$ cat src/rtl/core.sv
// core: non-pipelined multi-cycle RV32I core (FETCH/DECODE/EXECUTE/LOAD_WB/STORE_MERGE)
// sharing one byte-addressed word memory port for fetch, load and store.
module core (
  input  logic        clk,
  input  logic        rst,
  input  logic [31:0] dout,
  output logic [31:0] din,
  output logic [31:0] addr,
  output logic        write_en
);
  typedef enum logic [2:0] {FETCH, DECODE, EXECUTE, LOAD_WB, STORE_MERGE} state_t;
  localparam logic [6:0] OP_LUI = 7'h37, OP_AUIPC = 7'h17, OP_JAL = 7'h6f, OP_JALR = 7'h67;
  localparam logic [6:0] OP_BR = 7'h63, OP_LD = 7'h03, OP_ST = 7'h23, OP_IMM = 7'h13, OP_REG = 7'h33;
  state_t state, state_n;
  logic [31:0] pc, pc_n, ir, wd, rv1, rv2, b, alu, sra, ea, ld;
  logic [31:0] imm_i, imm_s, imm_b, imm_u, imm_j;
  logic [31:0] regs [0:31];
  logic [6:0] opc;
  logic [4:0] rd, rs1, rs2;
  logic [2:0] f3;
  logic rf_we, take;
  assign opc = ir[6:0];
  assign rd = ir[11:7];
  assign f3 = ir[14:12];
  assign rs1 = ir[19:15];
  assign rs2 = ir[24:20];
  assign imm_i = {{20{ir[31]}}, ir[31:20]};
  assign imm_s = {{20{ir[31]}}, ir[31:25], ir[11:7]};
  assign imm_b = {{19{ir[31]}}, ir[31], ir[7], ir[30:25], ir[11:8], 1'b0};
  assign imm_u = {ir[31:12], 12'd0};
  assign imm_j = {{11{ir[31]}}, ir[31], ir[19:12], ir[20], ir[30:21], 1'b0};
  assign rv1 = rs1 == 5'd0 ? 32'd0 : regs[rs1];
  assign rv2 = rs2 == 5'd0 ? 32'd0 : regs[rs2];
  assign b = opc == OP_REG ? rv2 : imm_i;
  // kept separate so the arithmetic shift is not coerced to unsigned by a ternary
  assign sra = $signed(rv1) >>> b[4:0];
  assign ea = rv1 + (opc == OP_ST ? imm_s : imm_i);
  assign ld = f3[1:0] == 2'b00 ? {{24{~f3[2] & dout[7]}}, dout[7:0]} :
              f3[1:0] == 2'b01 ? {{16{~f3[2] & dout[15]}}, dout[15:0]} : dout;
  assign take = f3 == 3'b000 ? rv1 == rv2 :
                f3 == 3'b001 ? rv1 != rv2 :
                f3 == 3'b100 ? $signed(rv1) < $signed(rv2) :
                f3 == 3'b101 ? $signed(rv1) >= $signed(rv2) :
                f3 == 3'b110 ? rv1 < rv2 :
                f3 == 3'b111 ? rv1 >= rv2 : 1'b0;
  always_comb begin
    case (f3)
      3'b000: alu = (opc == OP_REG && ir[30]) ? rv1 - b : rv1 + b;
      3'b001: alu = rv1 << b[4:0];
      3'b010: alu = {31'd0, $signed(rv1) < $signed(b)};
      3'b011: alu = {31'd0, rv1 < b};
      3'b100: alu = rv1 ^ b;
      3'b101: alu = ir[30] ? sra : rv1 >> b[4:0];
      3'b110: alu = rv1 | b;
      default: alu = rv1 & b;
    endcase
  end
  always_comb begin
    state_n = FETCH;
    pc_n = pc;
    addr = pc;
    din = '0;
    write_en = 1'b0;
    rf_we = 1'b0;
    wd = alu;
    case (state)
      FETCH: state_n = DECODE;
      DECODE: state_n = EXECUTE;
      EXECUTE: begin
        pc_n = pc + 32'd4;
        case (opc)
          OP_LUI: begin rf_we = 1'b1; wd = imm_u; end
          OP_AUIPC: begin rf_we = 1'b1; wd = pc + imm_u; end
          OP_JAL: begin rf_we = 1'b1; wd = pc + 32'd4; pc_n = pc + imm_j; end
          OP_JALR: begin rf_we = 1'b1; wd = pc + 32'd4; pc_n = (rv1 + imm_i) & ~32'd1; end
          OP_BR: pc_n = take ? pc + imm_b : pc + 32'd4;
          OP_IMM, OP_REG: rf_we = 1'b1;
          OP_LD: begin addr = ea; pc_n = pc; state_n = LOAD_WB; end
          OP_ST: begin
            addr = ea;
            if (f3 == 3'b010) begin write_en = 1'b1; din = rv2; end
            else if (f3[2:1] == 2'b00) begin pc_n = pc; state_n = STORE_MERGE; end
          end
          default: ;
        endcase
      end
      LOAD_WB: begin addr = ea; rf_we = 1'b1; wd = ld; pc_n = pc + 32'd4; end
      STORE_MERGE: begin
        addr = ea;
        write_en = 1'b1;
        din = f3[0] ? {dout[31:16], rv2[15:0]} : {dout[31:8], rv2[7:0]};
        pc_n = pc + 32'd4;
      end
      default: ;
    endcase
    if (!rst) begin write_en = 1'b0; din = '0; end
  end
  always_ff @(posedge clk) begin
    if (!rst) begin
      state <= FETCH;
      pc <= '0;
      ir <= '0;
      for (int i = 0; i < 32; i++) regs[i] <= '0;
    end else begin
      state <= state_n;
      pc <= pc_n;
      if (state == DECODE) ir <= dout;
      if (rf_we && rd != 5'd0) regs[rd] <= wd;
    end
  end
endmodule

$ cat config.mk
export PLATFORM = sky130hd
export DESIGN_NAME = core
export DESIGN_NICKNAME = d
export VERILOG_FILES = /design/src/rtl/core.sv
export SDC_FILE = /design/constraint.sdc
export NUM_CORES = 2
export LEC_CHECK = 0
export CAP_MARGIN = 20
export CORE_ASPECT_RATIO = 1.2
export CORE_MARGIN = 10
export CORE_UTILIZATION = 69
export DETAILED_ROUTE_END_ITERATION = 12
export GPL_TIMING_DRIVEN = 0
export PLACE_DENSITY_LB_ADDON = 0.25
export SETUP_SLACK_MARGIN = 0.4
export SLEW_MARGIN = 40
export SYNTH_ARGS = -nofsm -noshare
export SYNTH_HDL_FRONTEND = slang
export SYNTH_SLANG_ARGS = --single-unit
$ cat constraint.sdc
create_clock -name clk -period 11.5 [get_ports clk]
set_clock_uncertainty 0.05 [all_clocks]
set_input_delay 2.3 -clock clk [delete_from_list [all_inputs] [get_ports clk]]
set_output_delay 2.3 -clock clk [all_outputs]
set_load 0.02 [all_outputs]
==> results.md, run 1 <==
* FP Rows at 132
* Placer Congestion at 1.39
* First-pass GRT wire length at around 770000 um
* Most area-hungry cell type in the Yosys netlist: edfxtp_1
* Number of hold buffers added after cts at 0
* Synth Flop Type: edfxtp_1
* Place WS at 0.526 ns
* Ys async rst share at 0%
* Post-Synth Adder-Cell Area at 3.86%
* Mux contribution to synthesized area at 18.6%
* Synth Area in Simple Gates at between 10% and 20%
* Tot GR Track Use at between 80 and 90%
* Err: [ERROR GRT-0116] Global routing finished with congestion. Check the congestion regions in the DRC Viewer.
* Die Y at 380 um
* Status: stopped before the end
* GRT overflow at 2352
* Largest net degree at the start of global routing at 43
* Max clock buf depth at 3
* Fraction of the mapped netlist area in compound gates at 14.0%
* EDFF count, synth at 1024
* Die width at 320 um
* Synth top area cells: edfxtp_1, mux4_2, nor2_1
* Sequential-to-total area share from yosys stat at 43.3%
* Initial Util at just under 70%
* Post-Synth XOR/XNOR Area at 1.93%
* DP Wirelength at 307000 um
* H-tree depth at 3
* Share of the synthesized area in the top cell type at 41.2%
* Yosys warnings at 0
* IO Pins at 99
* Clk root buf: clkbuf_16
* Total CTS buffers at a little over 100
* Post-synthesis cell area at about 75000 um^2
* Mean Syn Cell Area at 10.5 um^2
* Vias in the first global route at between 80000 and 90000
* Gate Count Post-Synth at 7084
* Largest family of logic cells by synthesized area: multiplexers
* Number of synthesized register bits at 1100
* Step where the flow halted: global routing
* Clock sinks at 1100
* Distinct cells, synth at roughly 100
* Placed Cells at slightly below 9000
* I/O Buffers at 98
cells by family after synthesis:
family	after synthesis
compound gates	1622
xor+xnor	164
fa+ha+maj	226
buf+inv	796
flops	1100
mux	774
other cells	1
simple gates	2401
through the flow:
stage,cell area [um^2],util [%]
4_1_cts,82700,76.8
3_3_place_gp,77500,71.9
3_5_place_dp,79200,73.6
2_1_floorplan,74700,-
metal layers:
layer,track usage [%],overflow
met3,82.6,248
met1,85.0,178
met5,62.6,40
met2,96.7,1238
met4,86.8,648
cells in the mapped netlist, types with 18 or more instances:
| master | n |
|---|---|
| nor4_1 | 32 |
| nand4_1 | 50 |
| mux4_2 | 463 |
| buf_4 | 22 |
| a21o_1 | 73 |
| a31oi_1 | 61 |
| o221ai_1 | 25 |
| a2111oi_0 | 18 |
| dfxtp_1 | 76 |
| a221oi_1 | 28 |
| a22oi_1 | 170 |
| mux2_2 | 21 |
| buf_1 | 53 |
| or3_1 | 19 |
| nand3_1 | 112 |
| nand2_1 | 492 |
| nor2b_1 | 35 |
| a21oi_1 | 420 |
| a22o_1 | 18 |
| mux2i_1 | 272 |
| or2_2 | 18 |
| a211oi_1 | 60 |
| o21bai_1 | 44 |
| inv_1 | 155 |
| nor2_2 | 30 |
| o21a_1 | 41 |
| xnor2_1 | 99 |
| o22ai_1 | 70 |
| and2_1 | 26 |
| and3_1 | 26 |
| xor2_1 | 65 |
| clkbuf_1 | 434 |
| ha_1 | 219 |
| nand2b_1 | 27 |
| nor3_1 | 202 |
| nor2_1 | 1273 |
| o211ai_1 | 28 |
| o31ai_1 | 18 |
| buf_2 | 104 |
| o21ai_0 | 369 |
| edfxtp_1 | 1024 |
timing repair:
action,4_1_cts
buffers inserted,4
gates resized for setup,14
pin swaps,3
endpoints found under the setup margin,24
==> run 2: changes to the inputs <==
--- a/config.mk
+++ b/config.mk
@@ -6,13 +6,11 @@
 export NUM_CORES = 2
 export LEC_CHECK = 0
 export CAP_MARGIN = 20
-export CORE_ASPECT_RATIO = 1.2
 export CORE_MARGIN = 10
-export CORE_UTILIZATION = 69
+export CORE_UTILIZATION = 40
 export DETAILED_ROUTE_END_ITERATION = 12
 export GPL_TIMING_DRIVEN = 0
-export PLACE_DENSITY_LB_ADDON = 0.25
-export SETUP_SLACK_MARGIN = 0.4
+export PLACE_DENSITY_LB_ADDON = 0.15
 export SLEW_MARGIN = 40
 export SYNTH_ARGS = -nofsm -noshare
 export SYNTH_HDL_FRONTEND = slang
==> run 2 against run 1 <==
The flow now finishes, with violations (negative setup slack). Synthesized area unchanged. Synthesized cell count unchanged.
==> results.md, run 2 <==
* Met1 Routed Length at around 160000 um
* Routed length on met2 at 196000 um
* Worst r2r dst: regs[3][31]
* Hold Path Origin: ir[6]
* CTS tree: yes
* Number of synthesized register bits at 1100
* Post-Route WL at ~480000 um
* Final cell count without fillers at 10100
* Crit. End Element: output port
* Final worst slack at -0.302 ns
* DRT Pass-1 Iters at 9
* Failing checks: negative setup slack
* Critical path class: reg -> out
* Synth Flop Type: edfxtp_1
* Placed Cells at between 9000 and 10000
* Biggest register: regs
* Mean Syn Cell Area at 10.5 um^2
* Largest net degree at the start of global routing at 26
* DRC Markers at 0
* Sequential-to-total area share from yosys stat at between 40% and 50%
* Worst-path clk slew at about 0.05 ns
* Uppermost layer routed: met5
* Int Pwr at 8.03 mW
* Most common cell after layout, fill and taps aside: nor2_1
* Most area-hungry cell type in the Yosys netlist: edfxtp_1
* CP startpoint kind: flop
* Placer Congestion at 1.10
* Tot GR Track Use at 45.2%
* R2R depth at 27
* Skew-Pair Late Insertion Delay at 0.86 ns
* Comb pwr share at 33.3%
* Max-slew violation count at 0
* FP Rows at 158
* WL per Instance at approximately 47 um
* Leakage power total at between 20 and 30 nW
* Clock sinks at 1100
* Initial DRC Count at 13100
* Final setup vio count at 12
* Status: finished with violations
* Yosys warnings at 0
* Critical Path AT at approximately 9.5 ns
* Worst min path class: reg -> reg
* Min Tclk post-route at approximately 12 ns
* Die Y at 452 um
* Max-cap violations at 0
* Vias in the first global route at approximately 67000
* Normalized max-slew margin at 32.4%
* Reg area at approximately 32000 um^2
* Multi-input logic area at 40100 um^2
* DP Wirelength at ~360000 um
* Max VDD drop at 0.000156 V
* Fraction of layout cells with a size suffix above 1 at 18.5%
* Sw Ratio at 39.3%
* Die area at 204000 um^2
* Via density at 7.22
* Place WS at -0.226 ns
* Distinct cells, synth at around 100
* Total CTS buffers at 131
* Initial Util at about two fifths
* DRT antenna net count at 0
* GRT overflow at 0
* IO Pins at 99
* Post-synthesis cell area at roughly 75000 um^2
* Cell area power density at 152 nW/um^2
* First-pass GRT wire length at roughly 620000 um
* Final period util at 103%
* Seq pwr share at roughly a third
* Commonest non-fill, non-tap cells in the layout: nor2_1, edfxtp_1, mux4_2
* RSZ-0062 raised after global routing: no
* WHS at 0.452 ns
* Hold Path Depth at 2
* Synth top area cells: edfxtp_1, mux4_2, nor2_1
* Area grow syn2layout at 16.4%
* Final Hold Fails at 0
* Hold-critical path endpoint: ir[6]
* Slew @ Worst Pin at 1.01 ns
* Ys async rst share at 0%
* Nets at 7741
* Flop2flop setup slack at 0.29 ns
* Biggest regs: regs: 1024 flops, ir: 32 flops, pc: 31 flops
* Clock share of power at 31.7%
* Clk root buf: clkbuf_16
* Number of hold buffers added after cts at 0
* Detail Route met3 WL at 67400 um
* Switching power at between 5 and 6 mW
* I/O Buffers at 98
* Worst endpoint required time at 9.15 ns
* Core Region at 185000 um^2
* Die width at 452 um
* Share of the synthesized area in the top cell type at roughly two fifths
* Maximum fanout along the worst path at 10
* Most frequent cells after synthesis: nor2_1, edfxtp_1, nand2_1
* EDFF count, synth at 1024
* Gate Count Post-Synth at 7084
* Filler cells at 17500
* Max Clock Freq at 84.7 MHz
* H-tree depth at 4
* Initial antenna violation count at 34
* Max FFs per register at 1024
* Max clock buf depth at 3
* Top-count cell post-synth: nor2_1
* Total number of vias at 72900
[run 2: cell counts after synthesis]
No cell type changed its count.
[run 2: area by class of cell]
cell class                      instances  area share (%)
Clock inverter                         69           0.792
Multi-Input combinational cell       5219            46.2
Buffer                                626            3.44
Antenna cell                           32          0.0922
Timing Repair Buffer                  235            4.03
Tap cell                             2480            3.57
Clock buffer                          164            4.00
Inverter                              168           0.726
Sequential cell                      1100            37.2
[run 2: kinds of logic (layout without fill, tap and decap cells)]
group	after synthesis	after routing	synth area share, %
adders and majority gates	226	226	3.86
xor gates and xnor gates	164	164	1.93
buffers and inverters	796	1262	4.45
muxes	774	774	18.6
and+or+nand+nor	2401	2401	13.9
DFF	1100	1100	43.3
AOI/OAI and AO/OA	1622	1622	14.0
other	1	64	0.00503
[run 2: critical path: stages, from the launching register on]
cell and delay, ns:
dfxtp_1 0.60, buf_4 0.39, buf_2 0.56, buf_4 0.52
buf_4 0.48, mux4_2 0.44, a22oi_1 0.23, nand4_1 0.51
nand2_1 0.58, inv_1 0.56, ha_1 0.47, clkbuf_1 0.35
nand2_1 0.27, o21a_1 0.24, o21ai_0 0.43, a21oi_1 0.17
o21ai_0 0.28, a31oi_1 0.09, xnor2_1 0.18, o21ai_1 0.46
clkdlybuf4s50_1 0.74
[run 2: per-layer routing]
metal	global-route usage, %	up-vias
met2	64.8	6956
met4	36.7	26
li1	-	27600
met3	18.7	1966
met5	0.839	-
met1	52.9	36300
[run 2: through the flow]
step	setup TNS, ns	util (%)	instance area (um^2)	power [mW]
after global routing	0	46.8	86800	13.3
after floorplan	0	-	74700	6.70
final	-1.71	46.8	86800	13.2
after detailed placement	-0.374	44.4	82300	8.78
after CTS	0	46.7	86600	12.9
after global placement	-419.98	42.5	78800	8.58
[run 2: how the worst max path moves through the flow]
stage	from	slack [ns]	end	cells past startpoint
2_1_floorplan	flop	4.20	addr[28]	22
3_3_place_gp	flop	-2.65	pc[2]	26
3_5_place_dp	flop	-0.23	addr[28]	23
4_1_cts	flop	0.08	addr[28]	23
5_1_grt	flop	0.006	addr[31]	22
6_report	flop	-0.30	addr[27]	20
[run 2: timing repair]
item / CTS / global route
endpoints found under the hold margin: 0 / 0
setup buffers: 9 / 0
gates resized for setup: 18 / 13
endpoints found under the setup margin: 26 / 8
pin swaps: 5 / 1
[run 2: power by group through the flow]
stage	logic, mW	registers [mW]	clock network [mW]
after floorplan	2.06	4.64	0
after global placement	3.88	4.70	0
after global routing	4.40	4.62	4.31
after CTS	4.12	4.61	4.15
final	4.41	4.62	4.20
after detailed placement	4.09	4.69	0
Power figures use the tool's default switching activity.
